--- config.mk ---
export PLATFORM = sky130hd
export DESIGN_NAME = spm_stream
export DESIGN_NICKNAME = d
export VERILOG_FILES = /design/src/rtl/spm_stream.sv
export SDC_FILE = /design/constraint.sdc
export NUM_CORES = 1
export LEC_CHECK = 0
export ABC_CLOCK_PERIOD_IN_PS = 2170
export BUFFER_PORTS_ARGS = -buffer_cell sky130_fd_sc_hd__buf_4
export CAP_MARGIN = 20
export CORE_MARGIN = 2
export CORE_UTILIZATION = 58
export CTS_BUF_LIST = sky130_fd_sc_hd__clkbuf_8
export DETAILED_ROUTE_END_ITERATION = 7
export GPL_TIMING_DRIVEN = 1
export PLACE_DENSITY = 0.79
export SLEW_MARGIN = 30
export SYNTH_ARGS = -nofsm -noshare
export SYNTH_HDL_FRONTEND = slang
export SYNTH_SLANG_ARGS = --single-unit
--- constraint.sdc ---
create_clock -name clk -period 2.17 [get_ports clk]
set_clock_uncertainty 0.05 [all_clocks]
set_input_delay 0.3255 -clock clk [delete_from_list [all_inputs] [get_ports clk]]
set_output_delay 0.3255 -clock clk [all_outputs]
set_load 0.02 [all_outputs]
--- src/rtl/spm_stream.sv ---
// spm_stream: serial-parallel carry-save multiplier with valid/ready handshakes.
// Operand a is held in parallel; b is streamed LSB-first through WIDTH
// carry-save cells, and the product is collected LSB-first in p_sr.
// Optional macro SPM_SIGNED_EN selects two's-complement operands.
module spm_stream #(
    parameter int unsigned WIDTH = 32
) (
    input  logic               clk,
    input  logic               rst,
    input  logic               in_valid,
    output logic               in_ready,
    input  logic [WIDTH-1:0]   a,
    input  logic [WIDTH-1:0]   b,
    output logic               out_valid,
    input  logic               out_ready,
    output logic [2*WIDTH-1:0] p,
    output logic               busy
);

    localparam int unsigned PW    = 2 * WIDTH;
    localparam int unsigned CNT_W = $clog2(PW);
    localparam logic [CNT_W-1:0] LAST_CNT = CNT_W'(PW - 1);
    localparam logic [WIDTH-1:0] MSB_MASK = {1'b1, {(WIDTH-1){1'b0}}};

`ifdef SPM_SIGNED_EN
    // Carry of the negative-weight cell starts at 1, pre-biasing the
    // accumulator so the subtracting cell never needs a per-cycle constant.
    localparam logic [WIDTH-1:0] C_INIT = MSB_MASK;
`else
    localparam logic [WIDTH-1:0] C_INIT = '0;
`endif

    typedef enum logic [1:0] {
        IDLE = 2'd0,
        RUN  = 2'd1,
        DONE = 2'd2
    } state_t;

    state_t           state;
    logic [WIDTH-1:0] a_q;
    logic [WIDTH-1:0] b_sr;
    logic [WIDTH-1:0] s_q;
    logic [WIDTH-1:0] c_q;
    logic [PW-1:0]    p_sr;
    logic [CNT_W-1:0] cnt;

    logic             y;
    logic             b_fill;
    logic [WIDTH-1:0] pp;
    logic [WIDTH-1:0] s_in;
    logic [WIDTH-1:0] s_nxt;
    logic [WIDTH-1:0] c_nxt;
    logic [PW-1:0]    p_sr_nxt;
    logic [WIDTH-1:0] b_sr_nxt;

    // Carry-save cell chain: partial products, full adders, product and multiplier shifts.
    always_comb begin
        y = b_sr[0];
`ifdef SPM_SIGNED_EN
        // MSB cell subtracts its partial product; b sign-extends past WIDTH bits.
        pp     = (a_q & {WIDTH{y}}) ^ MSB_MASK;
        b_fill = b_sr[WIDTH-1];
`else
        // Zero fill makes y=0 once all WIDTH multiplier bits have been used.
        pp     = a_q & {WIDTH{y}};
        b_fill = 1'b0;
`endif
        s_in     = {1'b0, s_q[WIDTH-1:1]};
        s_nxt    = pp ^ s_in ^ c_q;
        c_nxt    = (pp & s_in) | (pp & c_q) | (s_in & c_q);
        p_sr_nxt = {s_nxt[0], p_sr[PW-1:1]};
        b_sr_nxt = {b_fill, b_sr[WIDTH-1:1]};
    end

    // Control FSM with datapath registers and registered handshake outputs.
    always_ff @(posedge clk) begin
        if (rst) begin
            state     <= IDLE;
            a_q       <= '0;
            b_sr      <= '0;
            s_q       <= '0;
            c_q       <= '0;
            p_sr      <= '0;
            cnt       <= '0;
            p         <= '0;
            in_ready  <= 1'b1;
            out_valid <= 1'b0;
            busy      <= 1'b0;
        end else begin
            case (state)
                IDLE: begin
                    if (in_valid) begin
                        a_q      <= a;
                        b_sr     <= b;
                        s_q      <= '0;
                        c_q      <= C_INIT;
                        p_sr     <= '0;
                        cnt      <= '0;
                        state    <= RUN;
                        in_ready <= 1'b0;
                        busy     <= 1'b1;
                    end
                end
                RUN: begin
                    s_q  <= s_nxt;
                    c_q  <= c_nxt;
                    p_sr <= p_sr_nxt;
                    b_sr <= b_sr_nxt;
                    cnt  <= cnt + CNT_W'(1);
                    if (cnt == LAST_CNT) begin
                        state     <= DONE;
                        busy      <= 1'b0;
                        out_valid <= 1'b1;
                        p         <= p_sr_nxt;
                    end
                end
                DONE: begin
                    if (out_ready) begin
                        state     <= IDLE;
                        out_valid <= 1'b0;
                        in_ready  <= 1'b1;
                    end
                end
                default: begin
                    state     <= IDLE;
                    in_ready  <= 1'b1;
                    out_valid <= 1'b0;
                    busy      <= 1'b0;
                end
            endcase
        end
    end

endmodule

Word-level counts from Yosys, hierarchy flattened
Index checks and enable logic that the tools add are counted.
{"block": "word_totals", "reg_bits": 267, "in_bits": 68, "out_inout_bits": 67, "elab_cells": 60}
{"block": "op_classes", "add_sub_neg": 1, "eq_ne": 6, "mux": 22, "bitwise_logic": 11, "reduce_logical": 9}
{"op": "$pmux W32 S2", "n": 3}
{"op": "$pmux W64 S2", "n": 1}
{"op": "$and A32 B32 Y32", "n": 2}
{"op": "$mux W32", "n": 2}
{"op": "$mux W64", "n": 1}
{"op": "$or A32 B32 Y32", "n": 2}
{"op": "$and A31 B32 Y32", "n": 1}
{"op": "$and A32 B31 Y32", "n": 1}
{"op": "$xor A32 B31 Y32", "n": 1}
{"op": "$xor A32 B32 Y32", "n": 1}
{"op": "$pmux W6 S2", "n": 1}
{"op": "$reduce_and A3 Y1", "n": 4}
{"op": "$pmux W1 S3", "n": 3}
{"op": "$add A6 B1 Y6 const B", "n": 1}
{"op": "$eq A6 B6 Y1 const B", "n": 1}
{"op": "$mux W1", "n": 6}
{"op": "$mux W2", "n": 3}
{"op": "$mux W6", "n": 1}
{"op": "$ne A2 B2 Y1 const B", "n": 3}
{"op": "$pmux W2 S3", "n": 1}
{"op": "$reduce_and A2 Y1", "n": 3}
{"op": "$not A1 Y1", "n": 3}
{"op": "$eq A2 B1 Y1 const B", "n": 1}
{"op": "$eq A2 B2 Y1 const B", "n": 1}
{"op": "other kinds (2)", "n": 2}

Logic depth before layout (Yosys ltp)
Gate-level depths: netlist of the first run.
{"block": "logic_depth", "ltp_word": 5, "depth_mapped": 7}

Least setup slack after synthesis of the first run
Ideal clock, no wire load.
{"block": "synth_path", "path_kind": "reg-to-reg", "from": "reg cnt[0]", "to": "reg p[0]", "arrival_ns": 1.425, "required_ns": 2.048, "path_slack_ns": 0.623, "path_stages_with_launch": 7, "period_less_slack_ns": 1.547, "path_cell_list": "dfxtp_1 ha_1 nand3_1 nor3_1 buf_4 buf_4 mux2i_1"}
{"block": "synth_between", "elab_chain_cells": 2}
{"element": "from (decl)", "line": "45", "rtl": "logic [CNT_W-1:0] cnt;"}
{"element": "from (signal assigned)", "line": "109", "rtl": "cnt <= cnt + CNT_W'(1);"}
{"element": "$eq A6 B6 Y1", "line": "110", "rtl": "if (cnt == LAST_CNT) begin"}
{"element": "$reduce_and A2 Y1 (no line)"}
{"element": "to (signal assigned)", "line": "114", "rtl": "p <= p_sr_nxt;"}
{"element": "to (decl)", "line": "16", "rtl": "output logic [2*WIDTH-1:0] p,"}
Every way passes these cells.
A chain may end at the register's enable or synchronous reset.

Final worst setup path of the first run
{"block": "layout_path", "from": "reg cnt[0]", "to": "reg p[11]"}
The elaborated chain is that of the path after synthesis.

==> impl_metrics.py, run 1 <==
metrics = {
    "yosys": {
        "netlist.area_leader.share": 0.465,
        "netlist_area_mm2": 0.0114,
        "yosys-top-cells-count": "dfxtp_1 (265), nand2b_1 (190), nand2_1 (167)",
        "synth.distinct_cells": 31,
        "synth-warning-count": 0,
        "synth_seq_cells": 265,
        "syn-instance-count": 1341,
        "syn_area_per_cell_um2": 8.50,
        "synthFlopType": "dfxtp_1",
        "synth_edf_count": 0,
        "synthTopCellsByArea": "dfxtp_1 (47%), nand2b_1 (10%), a21oi_1 (7.3%)",
        "synth_nets": 1442,
        "seq_area_frac_synth": 0.465,
        "async_reset_ff_frac": 0,
        "yosysTopAreaCell": "dfxtp_1",
        "synth.most_common_cell": "dfxtp_1",
    },
    "grt": {
        "grtUsageTotal": 0.229,
        "grt_first_pass_wirelength_um": 39700,
        "grt_pass1_vias": 8621,
        "grt_max_degree": 82,
        "gr-total-overflow": 0,
        "antenna_found_initial": 0,
    },
    "sta": {
        "hold_slack_ns": 0.0217,
        "rsz0062_at_grt": "false",
        "clock.fmax_ghz": 0.525,
        "worst_pin_slew_ns": 0.529,
        "setup_violations": 0,
        "timing.final.crit_share": 0.878,
        "period_minus_slack_ns": 1.91,
        "slew_headroom": 0.648,
        "hold_viol": 0,
        "slew_violations": 0,
        "fin_tns_setup_ns": 0,
    },
    "clock_network": {
        "cts_tree": "built",
        "cts.path.max_buffers": 3,
        "cts_sinks": 265,
        "cts-root-buf": "clkbuf_8",
        "insertion_delay_ns": 0.55,
        "htree_levels": 2,
        "clkTransAtPathRegs_ns": 0.06,
        "cts-resized-gates": 0,
        "cts_inserted_buffers": 43,
    },
    "drt": {
        "firstDrtPassIters": 6,
        "first_iter_violations": 579,
        "wl_um": 24000,
        "ant_nets": 0,
        "wl_per_cell_um": 13.5,
        "num_vias": 9226,
        "drc_errors": 0,
        "via_per_inst": 5.18,
    },
    "floorplan": {
        "die_w_um": 144,
        "num_rows": 51,
        "core_area_mm2": 0.0194,
        "die_h_um": 144,
        "io_pins": 135,
        "start_util": 0.588,
        "die-area_mm2": 0.0208,
    },
    "status": {
        "outcome": "completed",
    },
    "critical_path": {
        "crit_type": "reg2reg",
        "required_ns": 2.58,
        "critPathLaunchType": "flop",
        "crit_path_end_kind": "flop",
        "reg2reg_slack_ns": 0.26,
        "arrival_ns": 2.31,
        "cp_max_fo": 64,
    },
    "layout": {
        "drive_above_1_share": 0.149,
        "n_antenna_cell": 0,
        "nNetsFinal": 1581,
        "area_growth_pct": 22.0,
        "fin_cells": 1780,
    },
    "pwr": {
        "power_uw": 10200,
        "power.density_mw_per_mm2": 736,
        "peakVddDrop_mv": 0.711,
        "p_leak_uw": 0.00484,
    },
    "hold_path": {
        "hold_class": "in2reg",
    },
    "placed_design": {
        "dp_hpwl_um": 13900,
        "gp_congestion": 0.777,
        "post-place-cells": 1656,
        "port_buffers": 134,
    },
    "flow_run": {
        "cap_violations": 0,
    },
}
[path summary, 6_finish.rpt]
path	from	end	cells past startpoint
max	cnt[0]	p[11]	5
min	a[22]	a_q[22]	3
max reg2reg	cnt[0]	p[11]	5
min reg2reg	a_q[2]	a_q[2]	2
[critical path: stages, from the launching register on]
cell	delay, ns
dfxtp_1	0.38
ha_1	0.21
nand3_1	0.18
nor3_2	0.27
buf_12	0.38
mux2i_1	0.25
[cell type report]
cell class / count / area (um^2)
clock buffer: 55 / 757
timing repair buffer: 202 / 1780
inverter: 62 / 233
tap: 265 / 332
clock inverter: 25 / 134
multi-input combinational: 906 / 5370
sequential: 265 / 5310
fill: 1522 / 5490
[metrics by stage]
| stage | instance area [um^2] | util | worst slack (ns) |
|---|---|---|---|
| final | 13900 | 0.717 | 0.265 |
| after global routing | 13900 | 0.717 | 0.118 |
| after CTS | 13900 | 0.717 | 0.284 |
| after detailed placement | 12600 | 0.648 | 0.320 |
| after global placement | 12600 | 0.648 | 0.403 |
| after floorplan | 11400 | - | 0.623 |
[placed cells by master (no fill, tap or decap), types with 2 or more instances in the layout]
master / instances
clkinv_2: 4
dfxtp_1: 265
clkbuf_8: 56
nand2b_1: 190
a21oi_1: 166
fa_1: 31
nand2_1: 167
nor2_1: 97
or3_1: 2
buf_4: 145
and2_1: 2
mux2i_1: 66
buf_12: 12
o21bai_1: 2
nor4_1: 31
o21ai_0: 4
nand3_1: 131
inv_1: 80
o211ai_1: 2
ha_1: 2
dlygate4sd3_1: 44
[metal layers]
| metal | up-vias | GRT usage | wire length [um] |
|---|---|---|---|
| met1 | 4289 | 0.304 | 10700 |
| met3 | 42 | 0.0447 | 1330 |
| met4 | 0 | 0.0695 | 410 |
| li1 | 4649 | - | - |
| met2 | 246 | 0.383 | 11500 |
| met5 | - | 0 | 0 |
[logic make-up (layout without fill, tap and decap cells)]
logic type	Yosys count	after routing	synth area share
AO/OA/AOI/OAI	178	178	0.0801
adder cells (fa/ha/maj)	33	33	0.0566
buffers and inverters	170	344	0.0657
flip-flops	265	265	0.465
multiplexers	66	66	0.0579
AND/OR/NAND/NOR	629	629	0.274
[state kept, by name, summed over array words and instances, names as in the netlist, 2 cells and up]
| signal | cells |
|---|---|
| p | 64 |
| p_sr | 62 |
| a_q | 32 |
| b_sr | 32 |
| c_q | 32 |
| s_q | 32 |
| cnt | 6 |
| state | 2 |
[report_power, final]
part	internal, uW	total (uW)	switching, uW
Clock	2400	4340	1940
Sequential	4980	5040	59.4
Combinational	353	865	512
[what timing repair did]
action,CTS,global route
setup buffers,0,0
endpoints found under the hold margin,44,1
hold buffers,43,1
(Power assumes the default switching activity.)
==> run 2, diff against run 1 <==
Settings changed: REMOVE_ABC_BUFFERS from default to 1.
==> run 2 against run 1 <==
Worst setup slack worse by 0.013 ns. Largest power group unchanged. Clock-buffer cell count stayed put. Worst hold slack better by 0.0023 ns.
==> impl_metrics.py, run 2 (synthesis results as in run 1) <==
metrics = {
    "pwr": {
        "power.density_mw_per_mm2": 738,
        "p_leak_uw": 0.00476,
        "power_uw": 10200,
        "peakVddDrop_mv": 0.504,
    },
    "layout": {
        "nNetsFinal": 1568,
        "fin_cells": 1762,
        "n_antenna_cell": 0,
        "final_cell_mix": "dfxtp_1 (265), nand2b_1 (190), nand2_1 (167)",
        "area_growth_pct": 21.0,
        "largest_reg_flops": 64,
        "regMostFlops": "p",
        "drive_above_1_share": 0.148,
        "final_common_cell": "dfxtp_1",
        "reg_top3": "p (64), p_sr (62)",
    },
    "hold_path": {
        "hold_class": "in2reg",
    },
    "sta": {
        "timing.final.crit_share": 0.884,
        "period_minus_slack_ns": 1.92,
        "setup_violations": 0,
        "clock.fmax_ghz": 0.521,
        "rsz0062_at_grt": "false",
        "slew_headroom": 0.647,
        "worst_pin_slew_ns": 0.528,
        "hold_viol": 0,
        "slew_violations": 0,
    },
    "clock_network": {
        "postCtsSetupRepairBufs": 0,
        "cts_sinks": 265,
        "cts_inserted_buffers": 43,
        "insertion_delay_ns": 0.54,
        "htree_levels": 2,
        "cts_tree": "built",
        "clkTransAtPathRegs_ns": 0.06,
        "cts.path.max_buffers": 3,
        "cts-root-buf": "clkbuf_8",
    },
    "drt": {
        "via_per_inst": 5.20,
        "ant_nets": 0,
        "drc_errors": 0,
        "wl_per_cell_um": 13.1,
        "wl_um": 23200,
        "firstDrtPassIters": 5,
        "num_vias": 9169,
        "first_iter_violations": 636,
    },
    "critical_path": {
        "arrival_ns": 2.32,
        "crit_slowest_cell": "dfxtp_1",
        "crit_type": "reg2reg",
        "cp_cell_sequence": "nand2b_4, nor3_2, buf_12, mux2i_1",
        "required_ns": 2.57,
        "crit_path_end_kind": "flop",
        "cp_max_fo": 64,
        "slowest_delay_ns": 0.65,
        "path_buf_inv": 1,
        "critPathLaunchType": "flop",
        "cpLargestDelayFamily": "flip-flops",
    },
    "floorplan": {
        "start_util": 0.588,
        "num_rows": 51,
        "core_area_mm2": 0.0194,
        "die_h_um": 144,
        "die-area_mm2": 0.0208,
        "die_w_um": 144,
        "io_pins": 135,
    },
    "flow_run": {
        "cap_violations": 0,
    },
    "placed_design": {
        "port_buffers": 134,
        "post-place-cells": 1653,
        "gp_congestion": 0.771,
        "dp_hpwl_um": 13400,
    },
    "grt": {
        "antenna_found_initial": 0,
        "grt_pass1_vias": 8429,
        "grtUsageTotal": 0.226,
        "gr-total-overflow": 0,
        "grt_first_pass_wirelength_um": 39200,
        "grt_max_degree": 89,
    },
    "status": {
        "outcome": "completed",
    },
}
-- run 2: cell types whose count changed in the layout (fill, tap and decap cells not counted) --
cell           previous run  this run
dlygate4sd3_1            44        34
buf_4                   145       140
inv_1                    80        76
clkinv_2                  4         3
buf_12                   12        14
inv_6                     1         0
clkinv_4                  0         1
-- run 2: metal layers --
| layer | vias to the layer above | share of wire | global-route usage |
|---|---|---|---|
| met3 | 31 | 0.050 | 0.0424 |
| li1 | 4624 | - | - |
| met2 | 212 | 0.48 | 0.368 |
| met5 | - | 0 | 0 |
| met4 | 0 | 0.018 | 0.0741 |
| met1 | 4302 | 0.46 | 0.305 |
-- run 2: layout make-up --
class | instances | area (um^2)
fill | 1591 | 5610
tap | 265 | 332
multi-input combinational | 906 | 5370
inverter | 62 | 233
clock buffer | 55 | 757
timing repair buffer | 189 | 1690
clock inverter | 20 | 114
sequential | 265 | 5310
-- run 2: worst paths after layout --
check                 from  endpoint  slack, ns  depth (start not counted)
hold / removal       b[17]  b_sr[17]       0.02                          3
setup / recovery  state[0]     p[61]       0.25                          4
hold reg to reg    a_q[21]   a_q[21]       0.40                          2
setup reg to reg  state[0]     p[61]       0.25                          4
-- run 2: tightest hold or removal path: stages --
cell and delay (ns):
buf_4 0.11, nor2_1 0.09, nor4_1 0.05
-- run 2: repair_timing --
action                                 CTS  global route
resized for setup                        0             0
hold buffers                            34             0
endpoints found under the hold margin   34             0
setup endpoints to repair                0             0
-- run 2: per-stage QoR --
| stage | worst slack [ns] | utilization | hold slack (ns) | area (um^2) | setup TNS [ns] |
|---|---|---|---|---|---|
| 4_1_cts | 0.247 | 0.711 | 0.000972 | 13800 | 0 |
| 3_5_place_dp | 0.273 | 0.649 | 0.398 | 12600 | 0 |
| 5_1_grt | 0.101 | 0.711 | 0.0113 | 13800 | 0 |
| 3_3_place_gp | 0.352 | 0.649 | 0.389 | 12600 | 0 |
| 6_report | 0.252 | 0.711 | 0.0240 | 13800 | 0 |
| 2_1_floorplan | -6.25 | - | 0.345 | 10900 | -914.12 |
-- run 2: where the power goes --
group	switching (uW)	internal, uW
registers	62.8	4980
clock network	1910	2390
logic	501	343
==> run 3, diff against run 2 <==
Settings changed: MAX_ROUTING_LAYER from default to met4.
==> run 3 against run 2 <==
Global-route usage up 0.66 points. Clock power about the same. Maximum frequency about the same. First-iteration DRC count down 5.7%. Via count down 0.24%. Critical path type unchanged. Power about the same. Combinational power about the same. Clock-buffer cell count unchanged. Largest cell class unchanged. Core utilization unchanged. Sequential power about the same.
==> impl_metrics.py, run 3 (synthesis results as in run 1) <==
metrics = {
    "grt": {
        "grt_max_degree": 89,
        "gr-total-overflow": 0,
        "antenna_found_initial": 0,
        "grt_pass1_vias": 8420,
        "grtUsageTotal": 0.232,
        "grt_first_pass_wirelength_um": 39200,
    },
    "layout": {
        "final_common_cell": "dfxtp_1",
        "n_antenna_cell": 0,
        "nNetsFinal": 1568,
        "regMostFlops": "p",
        "reg_top3": "p (64), p_sr (62)",
        "final_util": 0.711,
        "final_cell_mix": "dfxtp_1 (265), nand2b_1 (190), nand2_1 (167)",
        "largest_reg_flops": 64,
        "drive_above_1_share": 0.148,
        "area_growth_pct": 21.0,
        "fill_cells": 1591,
        "fin_cells": 1762,
    },
    "drt": {
        "ant_nets": 0,
        "highest_layer": "met4",
        "met2WireLength_um": 11100,
        "num_vias": 9147,
        "firstDrtPassIters": 5,
        "wl_um": 23200,
        "first_iter_violations": 600,
        "wl_met3_um": 1040,
        "via_per_inst": 5.19,
        "wl_per_cell_um": 13.2,
        "drc_errors": 0,
        "met1_length_um": 10700,
    },
    "critical_path": {
        "critPathLaunchType": "flop",
        "crit_slowest_cell": "dfxtp_1",
        "cp_max_fo": 31,
        "crit_path_end_kind": "flop",
        "arrival_ns": 2.30,
        "cp_cell_sequence": "or3b_4, buf_12, nor2_1, nor4_1",
        "r2r-start": "state[0]",
        "slowest_delay_ns": 0.65,
        "cpLargestDelayFamily": "simple AND/OR/NAND/NOR gates",
        "crit_type": "reg2reg",
        "required_ns": 2.55,
        "critPathLaunch": "state[0]",
        "path_buf_inv": 1,
    },
    "hold_path": {
        "hold_path.startpoint": "b[17]",
        "hold_class": "in2reg",
    },
    "sta": {
        "worst_pin_slew_ns": 0.532,
        "clock.fmax_ghz": 0.522,
        "setup_violations": 0,
        "slew_violations": 0,
        "hold_viol": 0,
        "hold_slack_ns": 0.0245,
        "timing.final.crit_share": 0.883,
        "rsz0062_at_grt": "false",
        "fin_tns_setup_ns": 0,
        "slew_headroom": 0.645,
        "period_minus_slack_ns": 1.92,
    },
    "placed_design": {
        "port_buffers": 134,
        "post-place-cells": 1653,
        "gp_congestion": 0.781,
        "dp_hpwl_um": 13400,
    },
    "clock_network": {
        "cts_inserted_buffers": 43,
        "insertion_delay_ns": 0.54,
        "postCtsSetupRepairBufs": 0,
        "htree_levels": 2,
        "clkTransAtPathRegs_ns": 0.06,
        "cts-root-buf": "clkbuf_8",
        "cts.path.max_buffers": 3,
        "cts_sinks": 265,
        "cts_tree": "built",
    },
    "floorplan": {
        "io_pins": 135,
        "num_rows": 51,
        "die-area_mm2": 0.0208,
        "die_h_um": 144,
        "start_util": 0.588,
        "core_area_mm2": 0.0194,
        "die_w_um": 144,
    },
    "flow_run": {
        "cap_violations": 0,
    },
    "pwr": {
        "p_leak_uw": 0.00476,
        "peakVddDrop_mv": 0.505,
        "power.density_mw_per_mm2": 738,
    },
    "status": {
        "outcome": "completed",
    },
}
-- run 3: path summary, 6_finish.rpt --
path                                 end  slack (ns)  depth (start not counted)
worst min register to register   a_q[21]        0.40                          2
worst max-delay path            b_sr[24]        0.25                          4
worst min-delay path            b_sr[17]        0.02                          3
worst max register to register  b_sr[24]        0.25                          4
-- run 3: tightest hold or removal path: stages --
cell and delay, ns:
buf_4 0.11, nor2_1 0.09, nor4_1 0.05
-- run 3: what timing repair did --
| action | CTS | global route |
|---|---|---|
| hold buffers | 34 | 0 |
| endpoints found under the hold margin | 34 | 0 |
| gates resized for setup | 0 | 0 |
-- run 3: area by class of cell --
type	instances	area, um^2	area share
multi-input cells	906	5370	0.389
well taps	265	332	0.0240
clock buffers	55	757	0.0549
clock inverters	20	114	0.00825
repair buffers	189	1690	0.122
flip-flops and latches	265	5310	0.385
inverters	62	233	0.0169
-- run 3: routing by layer --
| metal | up-vias | GRT usage |
|---|---|---|
| met5 | - | - |
| met1 | 4302 | 0.306 |
| li1 | 4617 | - |
| met3 | 36 | 0.0417 |
| met2 | 192 | 0.367 |
| met4 | 0 | 0.0731 |
-- run 3: metrics by stage --
step	cell area [um^2]	power, uW	setup WS [ns]
6_report	13800	10200	0.253
5_1_grt	13800	10600	0.101
4_1_cts	13800	10300	0.247
3_5_place_dp	12600	5940	0.273
3_3_place_gp	12600	5920	0.352
2_1_floorplan	10900	5530	-6.25
-- run 3: power by group --
| group | total (uW) | switching, uW | leakage (uW) | internal [uW] |
|---|---|---|---|---|
| combinational | 844 | 501 | 0.00211 | 343 |
| sequential | 5040 | 63.0 | 0.00215 | 4980 |
| clock | 4300 | 1910 | 0.000500 | 2390 |
